==> src/rtl/tx_byte_serializer_pkg.sv <==
// Shared types and lane helpers for the 32-bit to 8-bit AXI-stream serializer.
package tx_byte_serializer_pkg;

  localparam int LANES  = 4;
  localparam int BYTE_W = 8;
  localparam int WORD_W = LANES * BYTE_W;

  typedef logic [LANES-1:0] mask_t;
  typedef logic [1:0]       lane_t;

  typedef struct packed {
    logic [WORD_W-1:0] word;
    mask_t             mask;
    logic              last;
  } slot_t;

  function automatic lane_t lowest_lane(input mask_t m);
    lane_t l;
    l = 2'd0;
    for (int i = LANES - 1; i >= 0; i--) begin
      if (m[i]) begin
        l = lane_t'(i);
      end else begin
        l = l;
      end
    end
    return l;
  endfunction

  function automatic logic [2:0] popcount(input mask_t m);
    logic [2:0] c;
    c = 3'd0;
    for (int i = 0; i < LANES; i++) begin
      c = c + {2'b00, m[i]};
    end
    return c;
  endfunction

  function automatic mask_t clear_lowest(input mask_t m);
    return m & (m - 4'b0001);
  endfunction

endpackage

==> src/rtl/tx_byte_serializer_if.sv <==
// AXI-stream bundle used for both the 32-bit intake side and the 8-bit output side.
interface tx_byte_serializer_if #(
  parameter int DATA_W = 32,
  parameter int KEEP_W = 4
);
  logic              tvalid;
  logic              tready;
  logic [DATA_W-1:0] tdata;
  logic [KEEP_W-1:0] tkeep;
  logic              tlast;

  modport master (output tvalid, output tdata, output tkeep, output tlast, input tready);
  modport slave  (input tvalid, input tdata, input tkeep, input tlast, output tready);
endinterface

==> src/rtl/tx_word_slot.sv <==
// One word of serializer storage: data word, remaining-lane mask and last flag.
module tx_word_slot
  import tx_byte_serializer_pkg::*;
(
  input  logic  clk,
  input  logic  rstn,
  input  logic  load,
  input  slot_t load_val,
  input  logic  clr_lowest,
  input  logic  set_last,
  input  logic  clear,
  output slot_t q
);

  slot_t slot_nxt_s;

  // Next slot contents; a slot whose mask drains is zeroed so it reads as empty.
  always_comb begin
    slot_nxt_s = q;
    if (load) begin
      slot_nxt_s      = load_val;
      slot_nxt_s.last = load_val.last | set_last;
    end else if (clear) begin
      slot_nxt_s = '0;
    end else begin
      if (clr_lowest) begin
        slot_nxt_s.mask = clear_lowest(q.mask);
      end else begin
        slot_nxt_s.mask = q.mask;
      end
      if (slot_nxt_s.mask == 4'b0000) begin
        slot_nxt_s = '0;
      end else begin
        slot_nxt_s.last = q.last | set_last;
      end
    end
  end

  // Slot register.
  always_ff @(posedge clk or negedge rstn) begin
    if (!rstn) begin
      q <= '0;
    end else begin
      q <= slot_nxt_s;
    end
  end

endmodule

==> src/rtl/tx_byte_serializer.sv <==
// Splits tkeep-qualified 32-bit words into a byte stream, dropping empty lanes and
// folding a trailing keep=0/tlast beat onto the last real byte of the packet.
module tx_byte_serializer
  import tx_byte_serializer_pkg::*;
#(
  parameter int CNT_W = 32
)
(
  input  logic                  clk,
  input  logic                  rstn,
  tx_byte_serializer_if.slave   i_axis,
  tx_byte_serializer_if.master  o_axis,
  output logic [CNT_W-1:0]      byte_count,
  output logic                  empty_pkt
);

  slot_t      cur_s, nxt_s, in_slot_s, cur_load_val_s;
  logic       cur_valid_s, nxt_valid_s, o_valid_s;
  logic [2:0] cur_pop_s;
  lane_t      lane_s;
  logic       fire_s, cur_final_s, accept_s, word_in_s, eop_in_s;
  logic       post_cur_valid_s, post_cur_last_s, merge_s, orphan_s;
  logic       cur_load_s, nxt_load_s, nxt_clear_s;

  assign cur_valid_s = |cur_s.mask;
  assign nxt_valid_s = |nxt_s.mask;

  // Handshakes and slot control; the shift is resolved before the intake lands.
  always_comb begin
    cur_pop_s   = popcount(cur_s.mask);
    lane_s      = lowest_lane(cur_s.mask);
    // The final byte of a non-last word waits for whatever follows it.
    o_valid_s   = cur_valid_s & ((cur_pop_s > 3'd1) | cur_s.last | nxt_valid_s);
    fire_s      = o_valid_s & o_axis.tready;
    cur_final_s = fire_s & (cur_pop_s == 3'd1);
    accept_s    = i_axis.tvalid & ~nxt_valid_s;
    word_in_s   = accept_s & (i_axis.tkeep != 4'b0000);
    eop_in_s    = accept_s & (i_axis.tkeep == 4'b0000) & i_axis.tlast;

    post_cur_valid_s = cur_final_s ? nxt_valid_s : cur_valid_s;
    post_cur_last_s  = cur_final_s ? nxt_s.last  : cur_s.last;
    // NXT is always empty when a beat is accepted, so CUR is the only merge target.
    merge_s  = eop_in_s & post_cur_valid_s & ~post_cur_last_s;
    orphan_s = eop_in_s & ~merge_s;

    in_slot_s.word = i_axis.tdata;
    in_slot_s.mask = i_axis.tkeep;
    in_slot_s.last = i_axis.tlast;

    if (cur_final_s & nxt_valid_s) begin
      cur_load_s     = 1'b1;
      cur_load_val_s = nxt_s;
    end else if (word_in_s & ~post_cur_valid_s) begin
      cur_load_s     = 1'b1;
      cur_load_val_s = in_slot_s;
    end else begin
      cur_load_s     = 1'b0;
      cur_load_val_s = in_slot_s;
    end
    nxt_load_s  = word_in_s & post_cur_valid_s;
    nxt_clear_s = cur_final_s;
  end

  tx_word_slot u_cur (
    .clk        (clk),
    .rstn       (rstn),
    .load       (cur_load_s),
    .load_val   (cur_load_val_s),
    .clr_lowest (fire_s),
    .set_last   (merge_s),
    .clear      (1'b0),
    .q          (cur_s)
  );

  tx_word_slot u_nxt (
    .clk        (clk),
    .rstn       (rstn),
    .load       (nxt_load_s),
    .load_val   (in_slot_s),
    .clr_lowest (1'b0),
    .set_last   (1'b0),
    .clear      (nxt_clear_s),
    .q          (nxt_s)
  );

  assign i_axis.tready = ~nxt_valid_s;
  assign o_axis.tvalid = o_valid_s;
  assign o_axis.tdata  = cur_s.word[{lane_s, 3'b000} +: BYTE_W];
  assign o_axis.tlast  = cur_s.last & (cur_pop_s == 3'd1);
  assign o_axis.tkeep  = '1;

  // Statistics counter and orphaned-terminator pulse.
  always_ff @(posedge clk or negedge rstn) begin
    if (!rstn) begin
      byte_count <= '0;
      empty_pkt  <= 1'b0;
    end else begin
      if (fire_s) begin
        byte_count <= byte_count + CNT_W'(1);
      end else begin
        byte_count <= byte_count;
      end
      empty_pkt <= orphan_s;
    end
  end

endmodule

==> src/flat_wrapper.sv <==
// flat-port wrapper written by rule: the top's interface ports become plain ports
module tx_byte_serializer_flat import tx_byte_serializer_pkg::*;
#(
  parameter int CNT_W = 32
)
  (clk, rstn, byte_count, empty_pkt, i_axis_tvalid, i_axis_tdata, i_axis_tkeep, i_axis_tlast, i_axis_tready, o_axis_tvalid, o_axis_tdata, o_axis_tkeep, o_axis_tlast, o_axis_tready);
  tx_byte_serializer_if #(.DATA_W(32), .KEEP_W(4)) i_axis_i ();
  tx_byte_serializer_if #(.DATA_W(8), .KEEP_W(1)) o_axis_i ();
  input  logic clk;
  input  logic rstn;
  output logic [CNT_W-1:0] byte_count;
  output logic empty_pkt;
  input wire logic [$bits(i_axis_i.tvalid)-1:0] i_axis_tvalid;
  input wire logic [$bits(i_axis_i.tdata)-1:0] i_axis_tdata;
  input wire logic [$bits(i_axis_i.tkeep)-1:0] i_axis_tkeep;
  input wire logic [$bits(i_axis_i.tlast)-1:0] i_axis_tlast;
  output wire logic [$bits(i_axis_i.tready)-1:0] i_axis_tready;
  output wire logic [$bits(o_axis_i.tvalid)-1:0] o_axis_tvalid;
  output wire logic [$bits(o_axis_i.tdata)-1:0] o_axis_tdata;
  output wire logic [$bits(o_axis_i.tkeep)-1:0] o_axis_tkeep;
  output wire logic [$bits(o_axis_i.tlast)-1:0] o_axis_tlast;
  input wire logic [$bits(o_axis_i.tready)-1:0] o_axis_tready;
  assign i_axis_i.tvalid = i_axis_tvalid;
  assign i_axis_i.tdata = i_axis_tdata;
  assign i_axis_i.tkeep = i_axis_tkeep;
  assign i_axis_i.tlast = i_axis_tlast;
  assign i_axis_tready = i_axis_i.tready;
  assign o_axis_tvalid = o_axis_i.tvalid;
  assign o_axis_tdata = o_axis_i.tdata;
  assign o_axis_tkeep = o_axis_i.tkeep;
  assign o_axis_tlast = o_axis_i.tlast;
  assign o_axis_i.tready = o_axis_tready;
  tx_byte_serializer #(.CNT_W(CNT_W)) u_core (.clk(clk), .rstn(rstn), .i_axis(i_axis_i), .o_axis(o_axis_i), .byte_count(byte_count), .empty_pkt(empty_pkt));
endmodule
==> config.mk <==
export PLATFORM = sky130hd
export DESIGN_NAME = tx_byte_serializer_flat
export DESIGN_NICKNAME = d
export VERILOG_FILES = /design/src/rtl/tx_byte_serializer_pkg.sv /design/src/rtl/tx_byte_serializer_if.sv /design/src/rtl/tx_word_slot.sv /design/src/rtl/tx_byte_serializer.sv /design/src/flat_wrapper.sv
export SDC_FILE = /design/constraint.sdc
export NUM_CORES = 1
export LEC_CHECK = 0
export BUFFER_PORTS_ARGS = -buffer_cell sky130_fd_sc_hd__buf_4
export CAP_MARGIN = 0
export CORE_MARGIN = 2
export CORE_UTILIZATION = 25
export CTS_BUF_LIST = sky130_fd_sc_hd__clkbuf_2
export DETAILED_ROUTE_END_ITERATION = 12
export HOLD_SLACK_MARGIN = 0.06
export PLACE_DENSITY = 0.43
export SYNTH_ARGS = -nofsm -noshare
export SYNTH_HDL_FRONTEND = slang
export SYNTH_SLANG_ARGS = --single-unit
==> constraint.sdc <==
create_clock -name clk -period 3.3 [get_ports clk]
set_input_delay 0.66 -clock clk [delete_from_list [all_inputs] [get_ports clk]]
set_output_delay 0.66 -clock clk [all_outputs]
set_load 0.01 [all_outputs]
==> results.rst <==
.. list-table::
   :header-rows: 1

   * - Metric
     - Value
   * - Outcome
     - finished, final reports clean
   * - Cell count after placement
     - 753
   * - Clk pin slew, worst setup/hold paths
     - 310 ps
   * - Maximum achievable frequency
     - 315 MHz
   * - Synth Area in Adders
     - 0.0184
   * - Number of vias in the routed layout
     - 3585
   * - Static leakage
     - 0.00289 uW
   * - Pins Over Slew Limit
     - 0
   * - Grt ovf
     - 0
   * - Top cells by count, synth
     - 107 x sky130_fd_sc_hd__dfrtp_1, 37 x sky130_fd_sc_hd__a22o_1, 34 x sky130_fd_sc_hd__mux2i_1, 30 x sky130_fd_sc_hd__o2bb2ai_2, 23 x sky130_fd_sc_hd__nand2_1
   * - Final sum of negative setup slack
     - 0 ps
   * - Arrival time reported for the critical path endpoint
     - 2520 ps
   * - Number of filler instances in the final layout
     - 2074
   * - Number of buffers inserted during clock tree synthesis
     - 9
   * - Register-to-register setup slack
     - 180 ps
   * - Unrepaired setup endpoints after global routing
     - true
   * - Antenna violations before repair
     - 0
   * - FF+latch count, synth
     - 107
   * - Input/output buffers
     - 84
   * - Average wire per cell in the routed design
     - 17.1 um
   * - Antenna diodes
     - 0
   * - Delay contributed by the slowest stage of the critical path
     - 430 ps
   * - CTS tree
     - built
   * - Total setup violations reported at the end of the flow
     - 0
   * - Sum of routed wire length over all layers
     - 13.2 mm
   * - Final setup skew
     - 37.1 ps
   * - Total Routing Usage GR
     - 0.128
   * - Ratio of final minimum period to clock period
     - 0.963
   * - Post-synth top flop
     - sky130_fd_sc_hd__dfrtp_1
   * - Number of H-tree levels
     - 3
   * - Detailed placer's ending HPWL
     - 9.08 mm
   * - Fraction of power spent switching nets
     - 0.434
   * - Power per standard cell area
     - 871 mW/mm^2
   * - Dominant cell by count in the synthesized netlist
     - sky130_fd_sc_hd__dfrtp_1
   * - Total of warnings raised by yosys
     - 0
   * - Vertical die dimension
     - 148 um
   * - Crit-path max FO
     - 4
   * - Cell Rows
     - 52
   * - Share of synthesized area spent on multiplexers
     - 0.103
   * - Slew at the pin closest to its max-slew limit
     - 749 ps
   * - Nets@finish
     - 548
   * - Initial core utilization
     - 0.255
   * - Clock share of power
     - 0.104
   * - Synthesized netlist net count
     - 451
   * - Cells along the critical path
     - inv_1 -> ha_1 -> inv_1 -> fa_2 -> inv_2 -> ha_4 -> nor4b_4 -> buf_4
   * - Proportion of power drawn by combinational gates
     - 0.556
   * - Number of distinct library cell variants in the gate-level netlist after synthesis
     - 50
   * - Worst max-slew margin expressed relative to the limit
     - 0.499
   * - Share of flip-flops with an asynchronous set or reset after synthesis
     - 1.00
   * - Switching power of the nets
     - 2430 uW
   * - Cell internal power dissipation
     - 3170 uW
   * - Post-layout utilization of the core
     - 0.317
   * - Simple-gate share of the synthesized area
     - 0.0887
   * - Insertion delay to the later sink of the worst-skew pair
     - 620 ps
   * - Most area-hungry cell type in the Yosys netlist
     - sky130_fd_sc_hd__dfrtp_1
   * - Crit. End Element
     - primary output
   * - # DRC
     - 0
   * - Post-synth EDFFs
     - 0
   * - Main combinational cell family by area after synthesis
     - compound AO/OA/AOI/OAI gates
   * - Dominant cell type by count on the critical path
     - sky130_fd_sc_hd__inv_1
   * - Number of global-route vias before repair
     - 3875
   * - Compound-cell area share of the yosys netlist
     - 0.186
   * - Final weighted congestion of routability-driven global placement
     - 0.789
   * - Clk Tree Root Cell
     - sky130_fd_sc_hd__clkbuf_2
   * - Synth Area in XOR/XNOR
     - 0.0525
   * - Die outline area
     - 0.0219 mm^2
   * - Master of the slowest instance on the critical path
     - sky130_fd_sc_hd__dfrtp_1
   * - Via density
     - 4.63
   * - Maximum number of pins on one net before global-route repair
     - 54
   * - Avg Inst Size Synth
     - 12.8 um^2
   * - Post-synthesis instance area
     - 0.00517 mm^2
   * - Global-route wire length before repair
     - 21.8 mm
   * - Endpoints failing hold
     - 0
   * - Placeable core region
     - 0.0203 mm^2
   * - Die Span X
     - 148 um
   * - Deepest clock path buffer count
     - 2
   * - Clock Sink Count
     - 107
   * - Post-synthesis cell count
     - 403
   * - Final antenna-violating net count
     - 0
   * - Layout cells sized above 1
     - 0.358
   * - Main area contributors after synthesis
     - sky130_fd_sc_hd__dfrtp_1 52%, sky130_fd_sc_hd__o2bb2ai_2 8.7%, sky130_fd_sc_hd__mux2i_1 6.6%
   * - Hold Crit Class
     - input port to register
   * - Share of synthesized area occupied by flip-flops and latches
     - 0.517
   * - Non-filler cells in the finished layout
     - 775
   * - Power Total
     - 5600 uW
   * - Max IR drop VDD
     - 0.396 mV
   * - Final critical delay including setup and external delays
     - 3180 ps
   * - Share of Yosys cell area claimed by the top area cell type
     - 0.517
   * - Starting DRC count in detailed routing
     - 118
   * - MaxCap Viol Count
     - 0
   * - Sort of element at the start of the critical path
     - register
   * - Sequential share of power
     - 0.340
   * - Top-level port count
     - 86
   * - Startpoint-to-endpoint class of the critical path
     - register to primary output
   * - Required time of the critical path
     - 2640 ps
   * - Signed area change from the synthesized netlist to the final layout
     - 24.3%
   * - Number of search-and-repair iterations in the first detailed-routing pass
     - 4
==> repair_timing <==
item                                    in CTS  in global routing
pin swaps                                    1                  2
setup buffers                                2                  3
hold buffers                                 1                  0
resized for setup                            4                  7
endpoints found under the setup margin      23                 55
endpoints found under the hold margin       51                  0
==> cells in the final DEF, fill, tap and decap left out, types with 4 or more instances in the layout <==
cell / n
sky130_fd_sc_hd__a22o_1: 37
sky130_fd_sc_hd__buf_12: 6
sky130_fd_sc_hd__o21ai_0: 4
sky130_fd_sc_hd__and3_1: 4
sky130_fd_sc_hd__mux4_2: 8
sky130_fd_sc_hd__dfrtp_1: 107
sky130_fd_sc_hd__mux2i_1: 34
sky130_fd_sc_hd__xor2_1: 13
sky130_fd_sc_hd__nor2_1: 14
sky130_fd_sc_hd__nand3_1: 9
sky130_fd_sc_hd__buf_4: 100
sky130_fd_sc_hd__clkbuf_2: 12
sky130_fd_sc_hd__ha_1: 5
sky130_fd_sc_hd__xnor2_1: 18
sky130_fd_sc_hd__nand2_1: 22
sky130_fd_sc_hd__inv_1: 10
sky130_fd_sc_hd__o2bb2ai_2: 30
sky130_fd_sc_hd__a21oi_1: 5
sky130_fd_sc_hd__nor3_1: 8
sky130_fd_sc_hd__nand4_1: 11
==> registers in the layout, indices dropped and copies added, names as in the netlist <==
signal,cells
u_core.byte_count,32
u_core.u_cur.q,37
u_core.empty_pkt,1
u_core.u_nxt.q,37
==> logic make-up after synthesis <==
kind of cell,Yosys count
AO/OA/AOI/OAI,92
flip-flops,107
other,1
AND/OR/NAND/NOR,88
XOR/XNOR,31
adder cells (fa/ha/maj),7
buffers and inverters,34
multiplexers,43
==> worst paths after layout <==
kind | cells past startpoint | end | startpoint
hold / removal | 2 | u_core.u_nxt.q[34] | i_axis_tdata[29]
max in group asynchronous | 3 | u_core.u_cur.q[34] | rstn
setup / recovery | 8 | o_axis_tlast | u_core.u_cur.q[2]
hold reg to reg | 1 | u_core.byte_count[25] | u_core.byte_count[25]
setup reg to reg | 12 | u_core.u_cur.q[27] | u_core.u_cur.q[2]
min in group asynchronous | 2 | u_core.u_nxt.q[20] | rstn
==> power by group through the flow <==
stage | sequential (uW) | combinational [uW] | clock [uW]
3_5_place_dp | 1930 | 2960 | 0
2_1_floorplan | 1870 | 2040 | 0
4_1_cts | 1910 | 3030 | 628
6_report | 1900 | 3120 | 580
5_1_grt | 1950 | 3400 | 690
3_3_place_gp | 1930 | 2930 | 0
==> per-layer routing <==
layer  vias up  part of all wire  GRT usage  wire (um)
met5         -                 0          0          0
met4         0             0.011     0.0295        143
met3        14             0.058     0.0386        772
met2        89              0.46      0.201       6130
met1      1788              0.47      0.173       6190
li1       1694                 -          -          -
==> worst max-delay path, delay by kind of cell (launching register included) <==
kind                       cells  cell delay, ps
adders and majority gates      3             820
DFF                            1             430
and+or+nand+nor                1             280
buffers and inverters          4             370
==> metrics by stage <==
step / instance area, um^2 / hold slack [ps] / worst slack [ps]
final: 6430 / 238 / 122
after global routing: 6430 / 105 / -115
after CTS: 6370 / 148 / 32.8
after detailed placement: 6230 / 474 / 27.6
after global placement: 6230 / 459 / 82.2
after floorplan: 5170 / 364 / 188
==> cell type report <==
cell class,count,area (um^2),area share
clock buffer,12,60.1,0.00933
clock inverter,4,36.3,0.00564
inverter,13,51.3,0.00797
multi-input combinational,262,2390,0.371
sequential,107,2680,0.416
tap,270,338,0.0525
timing repair buffer,107,881,0.137
Power figures use the tool's default switching activity.
